### config.mk
export PLATFORM = sky130hd
export DESIGN_NAME = led_alarm_sched
export DESIGN_NICKNAME = d
export VERILOG_FILES = /design/src/rtl/led_sched_pkg.sv /design/src/rtl/led_unit_timer.sv /design/src/rtl/led_alarm_sched.sv
export SDC_FILE = /design/constraint.sdc
export NUM_CORES = 1
export LEC_CHECK = 0
export CORE_UTILIZATION = 25
export DETAILED_ROUTE_END_ITERATION = 10
export SKIP_LAST_GASP = 1
export SYNTH_ARGS = -nofsm -noshare
export SYNTH_HDL_FRONTEND = slang
export SYNTH_SLANG_ARGS = --single-unit
export TNS_END_PERCENT = 10
### constraint.sdc
create_clock -name clock -period 2.4 [get_ports clock]
set_input_delay 0.24 -clock clock [delete_from_list [all_inputs] [get_ports clock]]
set_output_delay 0.24 -clock clock [all_outputs]
set_load 0.02 [all_outputs]
### src/rtl/led_sched_pkg.sv
// led_sched_pkg
// Shared definitions for the LED alarm scheduler: requester count, blink
// code width, gap length in time units, the FSM state encoding and two small
// helpers used by the arbiter (priority pick and blink-code normalisation).
package led_sched_pkg;

    localparam int N_REQ     = 4;
    localparam int GAP_UNITS = 4;
    localparam int PAT_W     = 3;

    typedef enum logic [1:0] {
        S_IDLE = 2'd0,
        S_ON   = 2'd1,
        S_OFF  = 2'd2,
        S_GAP  = 2'd3
    } state_t;

    // Lowest set index wins; returns 0 when nothing is set (callers gate on |req).
    function automatic logic [1:0] prio_idx(input logic [N_REQ-1:0] r);
        logic [1:0] idx;
        idx = '0;
        for (int i = N_REQ - 1; i >= 0; i--) begin
            if (r[i]) idx = 2'(i);
        end
        return idx;
    endfunction

    // Blink code of requester idx, with a zero code treated as one pulse.
    function automatic logic [PAT_W-1:0] pat_of(input logic [N_REQ*PAT_W-1:0] pats,
                                                input logic [1:0] idx);
        logic [PAT_W-1:0] p;
        p = '0;
        for (int i = 0; i < N_REQ; i++) begin
            if (idx == 2'(i)) p = pats[PAT_W*i +: PAT_W];
        end
        if (p == '0) p = PAT_W'(1);
        return p;
    endfunction

endpackage

### src/rtl/led_unit_timer.sv
// led_unit_timer
// Prescaler that divides the clock into blink time units of T_UNIT cycles.
// Ports:
//   clock     - system clock, rising edge
//   reset     - asynchronous active-high reset
//   clear     - synchronous clear of the count (held while the scheduler idles)
//   enable    - count advances only while high
//   unit_tick - high for the single cycle in which the count sits at T_UNIT-1;
//               the count wraps to 0 on the following edge
module led_unit_timer #(
    parameter logic [24:0] T_UNIT = 25'd12_500_000
) (
    input  logic clock,
    input  logic reset,
    input  logic clear,
    input  logic enable,
    output logic unit_tick
);

    logic [24:0] cnt;

    always_ff @(posedge clock or posedge reset) begin
        if (reset) begin
            cnt <= '0;
        end else if (clear) begin
            cnt <= '0;
        end else if (enable) begin
            if (cnt == T_UNIT - 25'd1) cnt <= '0;
            else                       cnt <= cnt + 25'd1;
        end
    end

    assign unit_tick = enable && (cnt == T_UNIT - 25'd1);

endmodule

### src/rtl/led_alarm_sched.sv
// led_alarm_sched
// Shares one status LED between four requesters. The lowest-index active
// requester is granted and its 3-bit blink code is shown as P pulses of one
// unit on / one unit off, followed by a four-unit dark gap. Arbitration only
// happens from IDLE or at the end of the gap; a granted requester that lets
// go of its request aborts the sequence back to IDLE.
// Ports:
//   clock       - system clock, rising edge
//   reset       - asynchronous active-high reset
//   req         - request lines, bit 0 highest priority
//   req_pattern - 3-bit pulse count per requester, bits [3i+2:3i]
//   grant       - one-hot requester being displayed (registered)
//   busy        - high whenever the FSM is not idle (registered)
//   led         - {|req, grant, blink}
//   dbg_state   - current FSM state, for observation only
// Handshake: there is none; req is a level that must be held for the whole
// sequence, and dropping it is the only way to cancel.
module led_alarm_sched
    import led_sched_pkg::*;
#(
    parameter logic [24:0] T_UNIT = 25'd12_500_000
) (
    input  logic                   clock,
    input  logic                   reset,
    input  logic [N_REQ-1:0]       req,
    input  logic [N_REQ*PAT_W-1:0] req_pattern,
    output logic [N_REQ-1:0]       grant,
    output logic                   busy,
    output logic [5:0]             led,
    output state_t                 dbg_state
);

    localparam logic [1:0] GAP_LAST = 2'(GAP_UNITS - 1);

    state_t           state;
    logic             blink;
    logic [1:0]       cur_idx;
    logic [PAT_W-1:0] cur_pat;
    logic [PAT_W-1:0] pulse_cnt;
    logic [1:0]       gap_cnt;
    logic             unit_tick;

    logic [1:0]       win_idx;
    logic [PAT_W-1:0] win_pat;

    assign win_idx = prio_idx(req);
    assign win_pat = pat_of(req_pattern, win_idx);

    // Holding the prescaler clear in IDLE guarantees a full first unit after
    // any arbitration out of IDLE, including right after an abort.
    led_unit_timer #(.T_UNIT(T_UNIT)) u_timer (
        .clock     (clock),
        .reset     (reset),
        .clear     (state == S_IDLE),
        .enable    (state != S_IDLE),
        .unit_tick (unit_tick)
    );

    always_ff @(posedge clock or posedge reset) begin
        if (reset) begin
            state     <= S_IDLE;
            blink     <= 1'b0;
            grant     <= '0;
            busy      <= 1'b0;
            cur_idx   <= '0;
            cur_pat   <= '0;
            pulse_cnt <= '0;
            gap_cnt   <= '0;
        end else if (state == S_IDLE) begin
            if (|req) begin
                state     <= S_ON;
                blink     <= 1'b1;
                grant     <= 4'b0001 << win_idx;
                busy      <= 1'b1;
                cur_idx   <= win_idx;
                cur_pat   <= win_pat;
                pulse_cnt <= '0;
                gap_cnt   <= '0;
            end
        end else if (!req[cur_idx]) begin
            // Granted requester withdrew: abort without finishing the code.
            state <= S_IDLE;
            blink <= 1'b0;
            grant <= '0;
            busy  <= 1'b0;
        end else if (unit_tick) begin
            case (state)
                S_ON: begin
                    state <= S_OFF;
                    blink <= 1'b0;
                end
                S_OFF: begin
                    if (pulse_cnt + 3'd1 == cur_pat) begin
                        state   <= S_GAP;
                        gap_cnt <= '0;
                    end else begin
                        state     <= S_ON;
                        blink     <= 1'b1;
                        pulse_cnt <= pulse_cnt + 3'd1;
                    end
                end
                S_GAP: begin
                    if (gap_cnt == GAP_LAST) begin
                        // req[cur_idx] is high here, so a winner always exists.
                        state     <= S_ON;
                        blink     <= 1'b1;
                        grant     <= 4'b0001 << win_idx;
                        cur_idx   <= win_idx;
                        cur_pat   <= win_pat;
                        pulse_cnt <= '0;
                        gap_cnt   <= '0;
                    end else begin
                        gap_cnt <= gap_cnt + 2'd1;
                    end
                end
                default: state <= S_IDLE;
            endcase
        end
    end

    assign led       = {|req, grant, blink};
    assign dbg_state = state;

endmodule

* Word-level counts from Yosys, hierarchy flattened *
Cells that the tools add are included.

storage, ports and cells
  register bits = 43
  logic and storage cells = 115
  input bits = 18
  output and inout port bits = 13

operators by class
  add/sub/neg operators = 3
  eq/ne operators = 20
  shift-type cells = 1
  reduce and logical (&&, ||, !) cells = 19
  $lt $le $gt $ge = 1
  muxes and demuxes = 62

operators by type and width
  cell                   count
  $mux 25                3
  $mux 3                 17
  $mux 2                 22
  $add 25x1->25 const B  1
  $eq 25x24->1 const B   1
  $mux 4                 6
  $reduce_and 5->1       3
  $reduce_bool 2->1      6
  $eq 2x2->1 const B     5
  $mux 1                 9
  $ne 3x1->1 const B     3
  $ne 3x2->1 const B     3
  $ne 4x3->1 const B     2
  $pmux 2 s3             1
  $pmux 3 s2             1
  $reduce_and 6->1       1
  $ne 5x1->1 const B     1
  $eq 2x1->1 const B     2
  $logic_not 2->1        2
  $pmux 2 s2             1
  $reduce_and 4->1       1
  $reduce_or 4->1        1
  $shl 1x2->4 const A    1
  $add 3x1->3 const B    1
  other kinds (12)       12

* Logic depth before layout (Yosys ltp) *
Gate-level depths: netlist of the first run.

  depth in word-level cells = 16
  depth in mapped cells = 7

* By module *
A second synthesis of the first run with hierarchy kept.

second synthesis, totals
  cell total of the unflattened synthesis = 312
  area, all modules = 2910.3 sq um

by module, submodules not included
  module           area each (sq um)  sequential area each (sq um)  times used  cells an instance
  led_unit_timer   1502.7             625.6                         1           166
  led_alarm_sched  1407.6             450.4                         1           146

* Worst setup path after synthesis of the first run *
Ideal clock, no wire load.

  kind = register -> register
  start point = register pulse_cnt[0]
  end point = register pulse_cnt[0]
  slack = 0.267 ns
  arrival = 2.008 ns
  data required time = 2.275 ns
  stages on the path, launching flop included = 7
  buffers on the path = 0
  cell sequence = dfrtp_1 ha_1 xor2_1 or3_1 o32a_1 nand3_1 mux2_2

between the ends
  word-level cells in the longest chain between the ends = 6

ends and longest elaborated chain
  item                      RTL line                                      source
  start: declaration        led_alarm_sched.sv:39                         logic [PAT_W-1:0] pulse_cnt;
  start signal: assignment  led_alarm_sched.sv:99                         pulse_cnt <= pulse_cnt + 3'd1;
  $add 3x1->3 *             led_alarm_sched.sv:93, led_alarm_sched.sv:99
  $mux 3                    led_alarm_sched.sv:93                         if (pulse_cnt + 3'd1 == cur_pat) begin
  $pmux 3 s2                led_alarm_sched.sv:87                         case (state)
  $mux 3                    led_alarm_sched.sv:86                         end else if (unit_tick) begin
  $mux 3                    led_alarm_sched.sv:80                         end else if (!req[cur_idx]) begin
  $mux 3                    led_alarm_sched.sv:69                         end else if (state == S_IDLE) begin

Mark *: on every way between the ends. The rest lies on a longest branch, timed or not. The select of a mux whose other input is x is not followed.
A chain may end at the register's enable or synchronous reset.

* Worst setup path in the final report of the first run *
Same ends and word-level chain as after synthesis.

==> impl_metrics.tcl, run 1 <==
set metrics [dict create \
    rsz0062_at_grt "false" \
    area_growth_pct 22.6 \
    yosysTopAreaCellShare_pct 43.0 \
    synth_fp_nets 291 \
    first_pass_iters 4 \
    clk_latency_ps 290 \
    critPathCaptureType "register" \
    ir_drop_mv 0.326 \
    synth_seq_cells 43 \
    fin_crit_sh_pct 94.4 \
    regArea_um2 1080 \
    r2r_cells 6 \
    finalSetupViolations 0 \
    num_rows 36 \
    path_max_fanout 4 \
    required_ps 2590 \
    crit_slowest_cell "dfrtp_1" \
    drc 0 \
    gp_congestion 0.848 \
    totalWireLength_um 5230 \
    finalCriticalPeriod_ps 2270 \
    diodes 0 \
    grt_max_degree 44 \
    multi_input_area_um2 1270 \
    pin_count 31 \
    cp_cell_sequence "ha_1 -> xor2_1 -> or3_1 -> o32a_1 -> nand3_1 -> mux2_2" \
    power_density_nw_per_um2 858 \
    die_h_um 102 \
    synthFlopType "dfrtp_1" \
    slew_violations 0 \
    post_cts_buffers 0 \
    n_fill_cell 1048 \
    synth-edff-count 0 \
    drive_gt1_share_pct 8.94 \
    yosysTopAreaCell "dfrtp_1" \
    skew_ps 11.8 \
    start_kind "register" \
    grt_pass1_vias 2033 \
    path_class "register to register" \
    cts_resized 0 \
    cts_buffers 5 \
    nets 328 \
    leakagePower_nw 1.27 \
    outcome "complete, no violations" \
    syn_area_um2 2500 \
    synth_area_leaders "dfrtp_1 (43%), ha_1 (4.5%), nor2_1 (4.3%), xnor2_1 (4.2%), inv_1 (3.3%)" \
    cts_tree "done" \
    maxCapViolations 0 \
    htreeDepth 2 \
    max_freq_ghz 0.441 \
    async_reset_ff_share_pct 100 \
    netlist_instances 264 \
    hold_ws_ps 386 \
    holdCritPathClass "primary input to asynchronous set/reset pin" \
    die-area_um2 10400 \
    initial_core_util_pct 25.7 \
    tns_ps 0 \
    postSynthAreaPerCell_um2 9.48 \
    clockBufferDepth 2 \
    cts.clk_slew.worst_paths_ps 90 \
    clkSinkCount 43 \
    grt_usage_pct 11.1 \
    die_x_um 102 \
    setup_ws_ps 134 \
    arrival_ps 2450 \
    vias 2013 \
    viasPerCell 4.63 \
    max_slew_margin_pct 63.5 \
    grt_pass1_wl_um 9250 \
    yosys_warnings 0 \
    ys_types 48 \
    avgRoutedWirePerCell_um 12.0 \
    root_buffer "clkbuf_8" \
    postCtsHoldBufs 0 \
    worst_pin_slew_ps 548 \
    ys_seq_area_share_pct 43.0 \
    drt_iter0_drc 82 \
    io_buffers 30 \
    dpl_worst_slack_ps 64.7 \
    postRouteAntennaNets 0 \
    slowest_delay_ps 430 \
    hpwl_um 3910 \
    antenna_found_initial 0 \
    finalHoldViolCount 0 \
    grt_overflow 0 \
    fp.coreArea_um2 9730 \
]
final timing paths:
kind | endpoint | slack [ps] | start
min in group clock | u_timer.cnt[0] | 460 | u_timer.cnt[0]
setup reg to reg | pulse_cnt[0] | 130 | pulse_cnt[0]
hold / removal | grant[2] | 390 | reset
hold reg to reg | u_timer.cnt[0] | 460 | u_timer.cnt[0]
max in group asynchronous | u_timer.cnt[20] | 1630 | reset
setup / recovery | pulse_cnt[0] | 130 | pulse_cnt[0]
cells in the mapped netlist (2+ instances only):
| library cell | number |
|---|---|
| dfrtp_1 | 43 |
| nor2_1 | 29 |
| inv_1 | 22 |
| nand2_1 | 19 |
| xnor2_1 | 12 |
| nor3_1 | 11 |
| o21ai_0 | 10 |
| ha_1 | 9 |
| nand3_1 | 9 |
| xor2_1 | 9 |
| or3_1 | 7 |
| mux2i_1 | 6 |
| nand4_1 | 6 |
| nor2b_1 | 6 |
| nor4_1 | 6 |
| buf_4 | 5 |
| a21oi_1 | 4 |
| and4_1 | 4 |
| buf_2 | 4 |
| a221oi_1 | 3 |
| a31oi_1 | 3 |
| mux2_2 | 3 |
| nor4b_1 | 3 |
| a22o_1 | 2 |
| a32o_1 | 2 |
| and3_1 | 2 |
| clkbuf_1 | 2 |
| o21bai_1 | 2 |
| o2bb2ai_1 | 2 |
registers in the layout, indices dropped and copies added, names as in the netlist:
signal       count
busy             1
grant            4
pulse_cnt        3
gap_cnt          2
cur_pat          3
u_timer.cnt     25
blink            1
dbg_state        2
cur_idx          2
where the power goes:
part | total (mW) | leakage, nW | internal (mW) | switching (mW)
Clock | 0.451 | 0.0412 | 0.204 | 0.248
Sequential | 0.984 | 0.570 | 0.868 | 0.116
Combinational | 1.20 | 0.655 | 0.550 | 0.647
per-layer routing:
| metal | track usage (%) | vias up | routed length, µm |
|---|---|---|---|
| met5 | 0 | - | 0 |
| met4 | 3.30 | 0 | 51 |
| met3 | 2.33 | 6 | 148 |
| met2 | 18.6 | 26 | 2490 |
| met1 | 14.3 | 983 | 2540 |
| li1 | - | 998 | - |
cells in the final DEF (no fill, tap or decap), types with 2 or more instances in the layout:
cell and instances:
nor2b_1 6, o2bb2ai_1 2, nand2_1 19, a21oi_1 4, a22o_1 2, or3_1 7
nor4b_1 3, a32o_1 2, a31oi_1 3, mux2_2 3, and3_1 2, o21bai_1 2
nor2_1 29, o21ai_0 10, xnor2_1 12, clkdlybuf4s50_1 30, xor2_1 9, nor4_1 6
nor3_1 11, nand4_1 6, inv_1 21, mux2i_1 6, buf_4 12, dfrtp_1 43
clkbuf_8 5, ha_1 9, and4_1 4, nand3_1 9, a221oi_1 3
kinds of logic (layout without fill, tap and decap cells):
group                      Yosys count  in the layout  share of synthesized area (%)
adders and majority gates            9              9                           4.50
buffers and inverters               34             72                           6.35
and+or+nand+nor                    106            106                           21.5
xor gates and xnor gates            22             22                           8.30
AOI/OAI and AO/OA                   39             39                           11.3
muxes                               11             11                           5.10
DFF                                 43             43                           43.0
through the flow:
stage | util [%] | power [mW] | cells | cell area, µm²
finish | 31.5 | 2.63 | 435 | 3070
global route | 31.5 | 2.84 | 435 | 3070
CTS | 31.5 | 2.67 | 435 | 3070
detailed placement | 30.7 | 2.21 | 427 | 2980
global placement | 30.7 | 2.19 | 427 | 2980
floorplan | - | 1.84 | 264 | 2500
worst max-delay path: cells and delay by family, from the launching register on:
family,cells,cell delay [ps]
compound gates,1,310
simple gates,2,560
fa+ha+maj,1,330
xor+xnor,1,180
flops,1,430
mux,1,350
final cells by class:
cell class	count	area share, %
multi-input cells	187	41.3
flip-flops and latches	43	35.1
repair buffers	42	12.7
well taps	133	5.42
inverters	22	2.69
clock buffers	6	2.36
clock inverters	2	0.408
Note: power is estimated with default switching activity, not from simulation.
==> inputs of run 2 (changes only) <==
- CORE_MARGIN: not set -> 8
==> run 2 against run 1 <==
Register-to-register slack barely moved. Clock power about the same. Combinational power hardly changed. Sequential share of layout area is essentially flat. Utilization is essentially flat. Total power up 0.82%. Routed wire length rose by 4.3%. Largest power group unchanged. Die area is 29% higher. Sequential power is 0.7% higher. Design area hardly changed.
==> impl_metrics.tcl, run 2 (synthesized netlist as in run 1, its figures left out) <==
set metrics [dict create \
    outcome "complete, no violations" \
    top_register "u_timer.cnt" \
    maxCapViolations 0 \
    first_pass_iters 4 \
    die_x_um 116 \
    totalWireLength_um 5460 \
    viasPerCell 4.67 \
    post_cts_buffers 0 \
    finalSetupViolations 0 \
    p_comb_share_pct 45.7 \
    cp_cell_sequence "ha_1 -> xor2_1 -> or3_1 -> o32a_1 -> nand3_1 -> mux2_2" \
    fp.coreArea_um2 9730 \
    diodes 0 \
    required_ps 2570 \
    postCtsHoldBufs 0 \
    clkSinkCount 43 \
    drt_iter0_drc 185 \
    pwr-share-seq_pct 37.3 \
    die-area_um2 13500 \
    clkPwrFrac_pct 17.0 \
    internal_power_mw 1.65 \
    antenna_found_initial 0 \
    switchingPower_mw 1.01 \
    root_buffer "clkbuf_8" \
    final_cell_area_um2 3070 \
    htreeDepth 2 \
    pin_count 31 \
    dpl_cell_area_um2 2980 \
    max_slew_margin_pct 64.2 \
    clockBufferDepth 2 \
    largest_register_ffs 25 \
    slew_violations 0 \
    crit_slowest_cell "dfrtp_1" \
    fin_crit_sh_pct 94.4 \
    final_util_pct 31.6 \
    tns_ps 0 \
    cts_tree "done" \
    worst_pin_slew_ps 532 \
    avgRoutedWirePerCell_um 12.6 \
    gp_congestion 0.786 \
    grt_pass1_wl_um 9280 \
    leakagePower_nw 1.27 \
    power_density_nw_per_um2 864 \
    grt_overflow 0 \
    top_regs "u_timer.cnt x25, grant x4" \
    skew_ps 5.54 \
    path_max_fanout 4 \
    dpl_worst_slack_ps 97.5 \
    max_freq_ghz 0.441 \
    cts.clk_slew.worst_paths_ps 70 \
    io_buffers 30 \
    arrival_ps 2440 \
    grt_max_degree 44 \
    critPathCaptureType "register" \
    final_cell_mix "dfrtp_1 (43), clkdlybuf4s50_1 (30), nor2_1 (29), inv_1 (21), nand2_1 (19)" \
    area_growth_pct 22.7 \
    vias 2026 \
    clk_latency_ps 290 \
    finalHoldViolCount 0 \
    holdCritPathClass "primary input to asynchronous set/reset pin" \
    slowest_delay_ps 420 \
    cts_buffers 5 \
    grt_pass1_vias 1990 \
    drive_gt1_share_pct 8.97 \
    final_common_cell "dfrtp_1" \
    postRouteAntennaNets 0 \
    path_class "register to register" \
    start_kind "register" \
    rsz0062_at_grt "false" \
    setup_ws_ps 134 \
    grt_usage_pct 8.59 \
    ir_drop_mv 0.303 \
    finalCriticalPeriod_ps 2270 \
    cts_resized 0 \
    swShare_pct 37.9 \
    nets 328 \
    die_h_um 116 \
    num_rows 36 \
    hpwl_um 4100 \
    hold_ws_ps 388 \
    initial_core_util_pct 25.7 \
    drc 0 \
]
-- run 2: path summary, 6_finish.rpt --
path / cells past startpoint / endpoint / startpoint / slack [ps]
max in group asynchronous: 3 / dbg_state[1] / reset / 1640
worst max-delay path: 6 / pulse_cnt[0] / pulse_cnt[0] / 130
min in group clock: 1 / u_timer.cnt[0] / u_timer.cnt[0] / 450
worst min register to register: 1 / u_timer.cnt[0] / u_timer.cnt[0] / 450
worst min-delay path: 3 / grant[0] / reset / 390
worst max register to register: 6 / pulse_cnt[0] / pulse_cnt[0] / 130
-- run 2: power by group through the flow --
stage               clock [mW]  sequential [mW]  combinational, mW
floorplan                    0             1.02              0.816
global placement             0             1.00               1.19
detailed placement           0             1.01               1.21
CTS                      0.479            0.995               1.22
global route             0.507             1.01               1.33
finish                   0.451            0.991               1.21
-- run 2: cell type report --
| class | count | area (µm²) |
|---|---|---|
| fillers | 1047 | 6660 |
| multi-input cells | 187 | 1270 |
| flip-flops and latches | 43 | 1080 |
| repair buffers | 42 | 390 |
| well taps | 133 | 166 |
| clock buffers | 6 | 82.6 |
| inverters | 22 | 82.6 |
| clock inverters | 1 | 5.00 |
-- run 2: worst max-delay path, delay by kind of cell (launching register included) --
family	cells	cell delay, ps
XOR/XNOR	1	170
flip-flops	1	420
adder cells (fa/ha/maj)	1	330
multiplexers	1	350
AO/OA/AOI/OAI	1	320
AND/OR/NAND/NOR	2	570
-- run 2: through the flow --
stage               total power, mW  cells
finish                         2.65    434
detailed placement             2.22    427
global route                   2.85    434
CTS                            2.69    434
global placement               2.20    427
floorplan                      1.84    264
-- run 2: routing by layer --
metal | vias to the layer above | GRT usage (%) | wire length (µm)
met4 | 0 | 3.54 | 85
met5 | - | 0 | 0
li1 | 995 | - | -
met3 | 12 | 1.88 | 168
met2 | 36 | 14.2 | 2670
met1 | 983 | 10.5 | 2540
